**config.mk**
```make
export PLATFORM = sky130hd
export DESIGN_NAME = jtag_tap
export DESIGN_NICKNAME = d
export VERILOG_FILES = /design/src/rtl/jtag_tap.sv
export SDC_FILE = /design/constraint.sdc
export NUM_CORES = 1
export LEC_CHECK = 0
export CORE_ASPECT_RATIO = 0.6
export CORE_MARGIN = 3
export CORE_UTILIZATION = 60
export DETAILED_ROUTE_END_ITERATION = 16
export PLACE_DENSITY = 0.81
export SYNTH_ARGS = -nofsm -noshare
export SYNTH_HDL_FRONTEND = slang
export SYNTH_SLANG_ARGS = --single-unit
```
**constraint.sdc**
```tcl
create_clock -name tck -period 4.2 [get_ports tck]
set_clock_uncertainty 0.05 [all_clocks]
set_input_delay 0.84 -clock tck [delete_from_list [all_inputs] [get_ports tck]]
set_output_delay 0.84 -clock tck [all_outputs]
set_load 0.05 [all_outputs]
```
**src/rtl/jtag_tap.sv**
```systemverilog
// IEEE 1149.1 TAP controller with IDCODE, BYPASS and one external debug chain.
// FSM and shift registers advance on rising tck; tdo/tdo_oe are launched on falling tck.
module jtag_tap #(
  parameter int unsigned         IR_WIDTH     = 4,
  parameter logic [31:0]         IDCODE_VALUE = 32'h149511c3,
  parameter logic [IR_WIDTH-1:0] IDCODE_INSTR = IR_WIDTH'(4'b0010),
  parameter logic [IR_WIDTH-1:0] DEBUG_INSTR  = IR_WIDTH'(4'b1000),
  parameter logic [IR_WIDTH-1:0] BYPASS_INSTR = IR_WIDTH'(4'b1111)
) (
  input  logic tck,
  input  logic trst_n,
  input  logic tms,
  input  logic tdi,
  output logic tdo,
  output logic tdo_oe,
  output logic test_logic_reset,
  output logic run_test_idle,
  output logic capture_dr,
  output logic shift_dr,
  output logic pause_dr,
  output logic update_dr,
  output logic debug_select,
  output logic debug_tdi,
  input  logic debug_tdo
);

  typedef enum logic [3:0] {
    StTestLogicReset,
    StRunTestIdle,
    StSelectDr,
    StCaptureDr,
    StShiftDr,
    StExit1Dr,
    StPauseDr,
    StExit2Dr,
    StUpdateDr,
    StSelectIr,
    StCaptureIr,
    StShiftIr,
    StExit1Ir,
    StPauseIr,
    StExit2Ir,
    StUpdateIr
  } tap_state_e;

  localparam logic [IR_WIDTH-1:0] IrCaptureValue = IR_WIDTH'(2'b01);

  tap_state_e          state_q, state_d;
  logic [IR_WIDTH-1:0] ir_shift_q, ir_shift_d;
  logic [IR_WIDTH-1:0] ir_q, ir_d;
  logic                bypass_q, bypass_d;
  logic [31:0]         idcode_q, idcode_d;
  logic                tdo_q, tdo_d;
  logic                tdo_oe_q, tdo_oe_d;
  logic                sel_idcode, sel_debug;

  // BYPASS_INSTR and every undefined opcode share the bypass path.
  assign sel_idcode = (ir_q == IDCODE_INSTR);
  assign sel_debug  = (ir_q == DEBUG_INSTR) && (DEBUG_INSTR != BYPASS_INSTR);

  always_comb begin
    state_d = state_q;
    unique case (state_q)
      StTestLogicReset: state_d = tms ? StTestLogicReset : StRunTestIdle;
      StRunTestIdle:    state_d = tms ? StSelectDr       : StRunTestIdle;
      StSelectDr:       state_d = tms ? StSelectIr       : StCaptureDr;
      StCaptureDr:      state_d = tms ? StExit1Dr        : StShiftDr;
      StShiftDr:        state_d = tms ? StExit1Dr        : StShiftDr;
      StExit1Dr:        state_d = tms ? StUpdateDr       : StPauseDr;
      StPauseDr:        state_d = tms ? StExit2Dr        : StPauseDr;
      StExit2Dr:        state_d = tms ? StUpdateDr       : StShiftDr;
      StUpdateDr:       state_d = tms ? StSelectDr       : StRunTestIdle;
      StSelectIr:       state_d = tms ? StTestLogicReset : StCaptureIr;
      StCaptureIr:      state_d = tms ? StExit1Ir        : StShiftIr;
      StShiftIr:        state_d = tms ? StExit1Ir        : StShiftIr;
      StExit1Ir:        state_d = tms ? StUpdateIr       : StPauseIr;
      StPauseIr:        state_d = tms ? StExit2Ir        : StPauseIr;
      StExit2Ir:        state_d = tms ? StUpdateIr       : StShiftIr;
      StUpdateIr:       state_d = tms ? StSelectDr       : StRunTestIdle;
    endcase
  end

  always_comb begin
    ir_shift_d = ir_shift_q;
    ir_d       = ir_q;
    bypass_d   = bypass_q;
    idcode_d   = idcode_q;

    unique case (state_q)
      StTestLogicReset: ir_d       = IDCODE_INSTR;
      StCaptureIr:      ir_shift_d = IrCaptureValue;
      StShiftIr:        ir_shift_d = {tdi, ir_shift_q[IR_WIDTH-1:1]};
      StUpdateIr:       ir_d       = ir_shift_q;
      StCaptureDr: begin
        if (sel_idcode) begin
          idcode_d = IDCODE_VALUE;
        end else if (!sel_debug) begin
          bypass_d = 1'b0;
        end
      end
      StShiftDr: begin
        if (sel_idcode) begin
          idcode_d = {tdi, idcode_q[31:1]};
        end else if (!sel_debug) begin
          bypass_d = tdi;
        end
      end
      default: ;
    endcase
  end

  always_ff @(posedge tck or negedge trst_n) begin
    if (!trst_n) begin
      state_q    <= StTestLogicReset;
      ir_shift_q <= IDCODE_INSTR;
      ir_q       <= IDCODE_INSTR;
      bypass_q   <= 1'b0;
      idcode_q   <= IDCODE_VALUE;
    end else begin
      state_q    <= state_d;
      ir_shift_q <= ir_shift_d;
      ir_q       <= ir_d;
      bypass_q   <= bypass_d;
      idcode_q   <= idcode_d;
    end
  end

  always_comb begin
    tdo_d    = 1'b0;
    tdo_oe_d = 1'b0;
    if (state_q == StShiftIr) begin
      tdo_d    = ir_shift_q[0];
      tdo_oe_d = 1'b1;
    end else if (state_q == StShiftDr) begin
      tdo_oe_d = 1'b1;
      if (sel_idcode) begin
        tdo_d = idcode_q[0];
      end else if (sel_debug) begin
        tdo_d = debug_tdo;
      end else begin
        tdo_d = bypass_q;
      end
    end
  end

  // Falling-edge launch keeps tdo stable across the rising edge where the master samples it.
  always_ff @(negedge tck or negedge trst_n) begin
    if (!trst_n) begin
      tdo_q    <= 1'b0;
      tdo_oe_q <= 1'b0;
    end else begin
      tdo_q    <= tdo_d;
      tdo_oe_q <= tdo_oe_d;
    end
  end

  assign tdo              = tdo_q;
  assign tdo_oe           = tdo_oe_q;
  assign test_logic_reset = (state_q == StTestLogicReset);
  assign run_test_idle    = (state_q == StRunTestIdle);
  assign capture_dr       = (state_q == StCaptureDr);
  assign shift_dr         = (state_q == StShiftDr);
  assign pause_dr         = (state_q == StPauseDr);
  assign update_dr        = (state_q == StUpdateDr);
  assign debug_select     = sel_debug;
  assign debug_tdi        = tdi;

endmodule

```
==> run_results.csv <==
group,metric,value,unit
timing,rsz0062_at_grt,"false",
routing,firstDrtPassIters,4,
logic_synthesis,synth_area,2090,µm²
final_layout,area_growth,13.7,%
global_routing,grt_max_degree,25,
global_routing,grt_overflow,0,
place,dpl-instance-area,2240,µm²
logic_synthesis,synth_edf_count,0,
routing,vias_per_cell,6.46,
final_layout,seq_area,1190,µm²
power,clockPowerShare,17.9,%
final_layout,drive_above_1_share,17.3,%
final_layout,num_antenna_cells,0,
place,routabilityCongestion,0.786,
power,cellPowerDensity,907,nW/µm²
die,fp.dieW,82.2,µm
routing,drc_errors,0,
routing,wl_per_cell,18.6,µm
final_layout,final_util,76.7,%
routing,drtAntennaViolNets,0,
power,p_seq_share,38.9,%
final_layout,finish.net_count,206,
clock_network,postCtsSetupBuffers,0,
timing,setup-tns-final,0,ps
timing,setup-violations-final,0,
die,dieArea,4250,µm²
worst_setup_path,r2r_cells,3,
global_routing,track_usage,24.8,%
clock_network,numClockSinks,47,
global_routing,grt_pass1_vias,1536,
die,die_y,51.7,µm
worst_setup_path,cp-startpoint,"tdo$_DFF_NN0_",
die,start_util,67.5,%
logic_synthesis,synth-warning-count,0,
clock_network,cts_buffer_depth,2,
clock_network,clk_pin_slew,90,ps
clock_network,ctsHoldBuffers,0,
place,dpl.hpwl,3010,µm
worst_setup_path,path_buf_inv,1,
clock_network,tritoncts,"built",
global_routing,grt_pass1_wl,7720,µm
die,io_pins,15,
logic_synthesis,avgSynthCellArea,11.0,µm²
logic_synthesis,postSynthCellCount,190,
power,power,2.15,mW
clock_network,cts_resized,0,
worst_setup_path,crit_required,3310,ps
logic_synthesis,seq_area_frac_synth,57.1,%
worst_setup_path,critical_path.top_delay_family,"flip-flops",
logic_synthesis,synthArstFlopShare,100,%
run_status,outcome,"complete, no violations",
timing,relSlewSlack,44.2,%
power,p_int,1.33,mW
routing,drtIter0Drc,116,
clock_network,cts_inserted_buffers,5,
logic_synthesis,synth_seq_cells,47,
place,pre_cts_slack,227,ps
worst_setup_path,cp_data_arrival_time,2980,ps
worst_setup_path,critPathKind,"reg2out",
timing,fin_ws,331,ps
power,p_switching,0.827,mW
worst_setup_path,path_cells,"buf_12",
place,port_buffers,14,
worst_setup_path,critPathCaptureType,"primary output",
worst_setup_path,cp_max_fo,1,
die,core_area,3100,µm²
power,p_sw_share,38.4,%
power,combPwrFrac,43.2,%
final_layout,multi_input_area,773,µm²
worst_setup_path,rrSetupSlack,500,ps
logic_synthesis,synth_ff_type,"dfrtp_1",
worst_setup_path,worstSetupStartpointType,"flop",
timing,slew_violations,0,
power,vdd_drop_max,0.663,mV
power,p_leak,1.03,nW
worst_setup_path,cpPeakStageDelay,440,ps
timing,hold_violations,0,
clock_network,cts.htree.levels,2,
die,std_cell_rows,15,
job,timing.max_cap.violations,0,
global_routing,antenna_found_initial,0,
worst_setup_path,r2r_start,"ir_q[1]$_DFFE_PN1P_",
timing,worstMarginPinSlew,834,ps
logic_synthesis,ys_types,37,
routing,dr_total_vias,1576,
final_layout,fillerInstances,209,
worst_setup_path,cpMaxStageDelayCell,"dfrtn_1",
clock_network,clk_latency,300,ps
clock_network,cts-root-buf,"clkbuf_8",
worst_setup_path,cp_num_cells,1,
logic_synthesis,synth_nets,195,
routing,wl,4540,µm
min_path,min_path_type,"in2async",
final_layout,post-route-cell-area,2370,µm²
-- power by group through the flow --
stage	Clock, mW	Sequential, mW	Combinational [mW]
2_1_floorplan	0	0.825	0.700
3_3_place_gp	0	0.819	0.862
3_5_place_dp	0	0.841	0.913
4_1_cts	0.391	0.835	0.928
5_1_grt	0.411	0.859	1.02
6_report	0.385	0.839	0.930
-- cell families (layout without fill, tap and decap cells) --
logic type      Yosys count  after routing  share of synthesized area, %
compound gates           65             65                          22.8
xor+xnor                  1              1                         0.419
buf+inv                  22             34                          5.87
flops                    47             47                          57.1
simple gates             55             55                          13.8
-- routing by layer --
layer  part of all wire, %  GRT usage (%)  vias up  routed length [µm]
met3                   5.3           6.57        6                 241
met1                    48           34.9      807                2160
li1                      -              -      714                   -
met4                   1.1           9.12        0                  51
met5                     0              0        -                   0
met2                    46           36.7       49                2090
-- placed cells by master (no fill, tap or decap), types with 2 or more instances in the layout --
| cell | n |
|---|---|
| nand2_1 | 15 |
| bufinv_16 | 2 |
| or2_2 | 2 |
| inv_1 | 6 |
| nand3_1 | 3 |
| o21ai_0 | 13 |
| a22o_1 | 20 |
| clkdlybuf4s50_1 | 11 |
| nor3_1 | 4 |
| nand2b_1 | 5 |
| nor4_1 | 2 |
| dfstp_2 | 14 |
| nor2_1 | 12 |
| clkbuf_8 | 5 |
| dfrtp_1 | 31 |
| a311oi_1 | 2 |
| a21oi_1 | 8 |
| o22ai_1 | 4 |
| buf_12 | 2 |
| o22a_1 | 12 |
| dfrtn_1 | 2 |
| nand3b_1 | 2 |
| o221ai_1 | 2 |
| or2_4 | 2 |
| or3_1 | 2 |
| buf_4 | 6 |
-- sequential cells by signal (all words and copies together) (netlist names) --
signal,cells
tdo,1
ir_q,4
idcode_q,32
state_q,4
tdo_oe,1
ir_shift_q,4
bypass_q,1
-- cell type report --
class | count | share of cell area (%)
clock buffer | 6 | 3.06
clock inverter | 2 | 2.53
inverter | 6 | 0.948
multi-input combinational | 121 | 32.6
sequential | 47 | 50.3
tap | 42 | 2.21
timing repair buffer | 20 | 8.43
-- synthesized netlist by cell type (2+ instances only) --
master | n | share of area [%]
or2_2 | 2 | 0.60
nor3_1 | 4 | 0.96
nand2_1 | 15 | 2.7
nor4_1 | 2 | 0.60
nand2b_1 | 5 | 1.5
o22a_1 | 12 | 5.0
nor2_1 | 12 | 2.2
dfrtn_1 | 2 | 2.4
clkbuf_1 | 6 | 1.1
dfstp_2 | 14 | 18
o22ai_1 | 4 | 1.2
a21oi_1 | 8 | 1.9
nand3b_1 | 2 | 0.72
nand3_1 | 3 | 0.72
or2_4 | 2 | 0.84
or3_1 | 2 | 0.60
inv_1 | 6 | 1.1
o21ai_0 | 13 | 3.1
buf_4 | 2 | 0.72
o221ai_1 | 2 | 0.84
a22o_1 | 20 | 8.4
a311oi_1 | 2 | 0.84
buf_1 | 2 | 0.36
buf_2 | 2 | 0.48
dfrtp_1 | 31 | 37
buf_6 | 4 | 2.2
-- final timing paths --
path / endpoint
max in group asynchronous: tdo$_DFF_NN0_
min: idcode_q[13]$_DFFE_PN0P_
min in group tck: idcode_q[11]$_DFFE_PN0P_
max: tdo
max reg2reg: tdo$_DFF_NN0_
min reg2reg: idcode_q[11]$_DFFE_PN0P_
-- stage by stage --
stage,cells,hold WS [ps]
final,244,458
after global routing,244,482
after CTS,244,460
after global placement,236,429
after floorplan,190,415
after detailed placement,236,433
No activity file was read; power rests on OpenSTA's default activity.
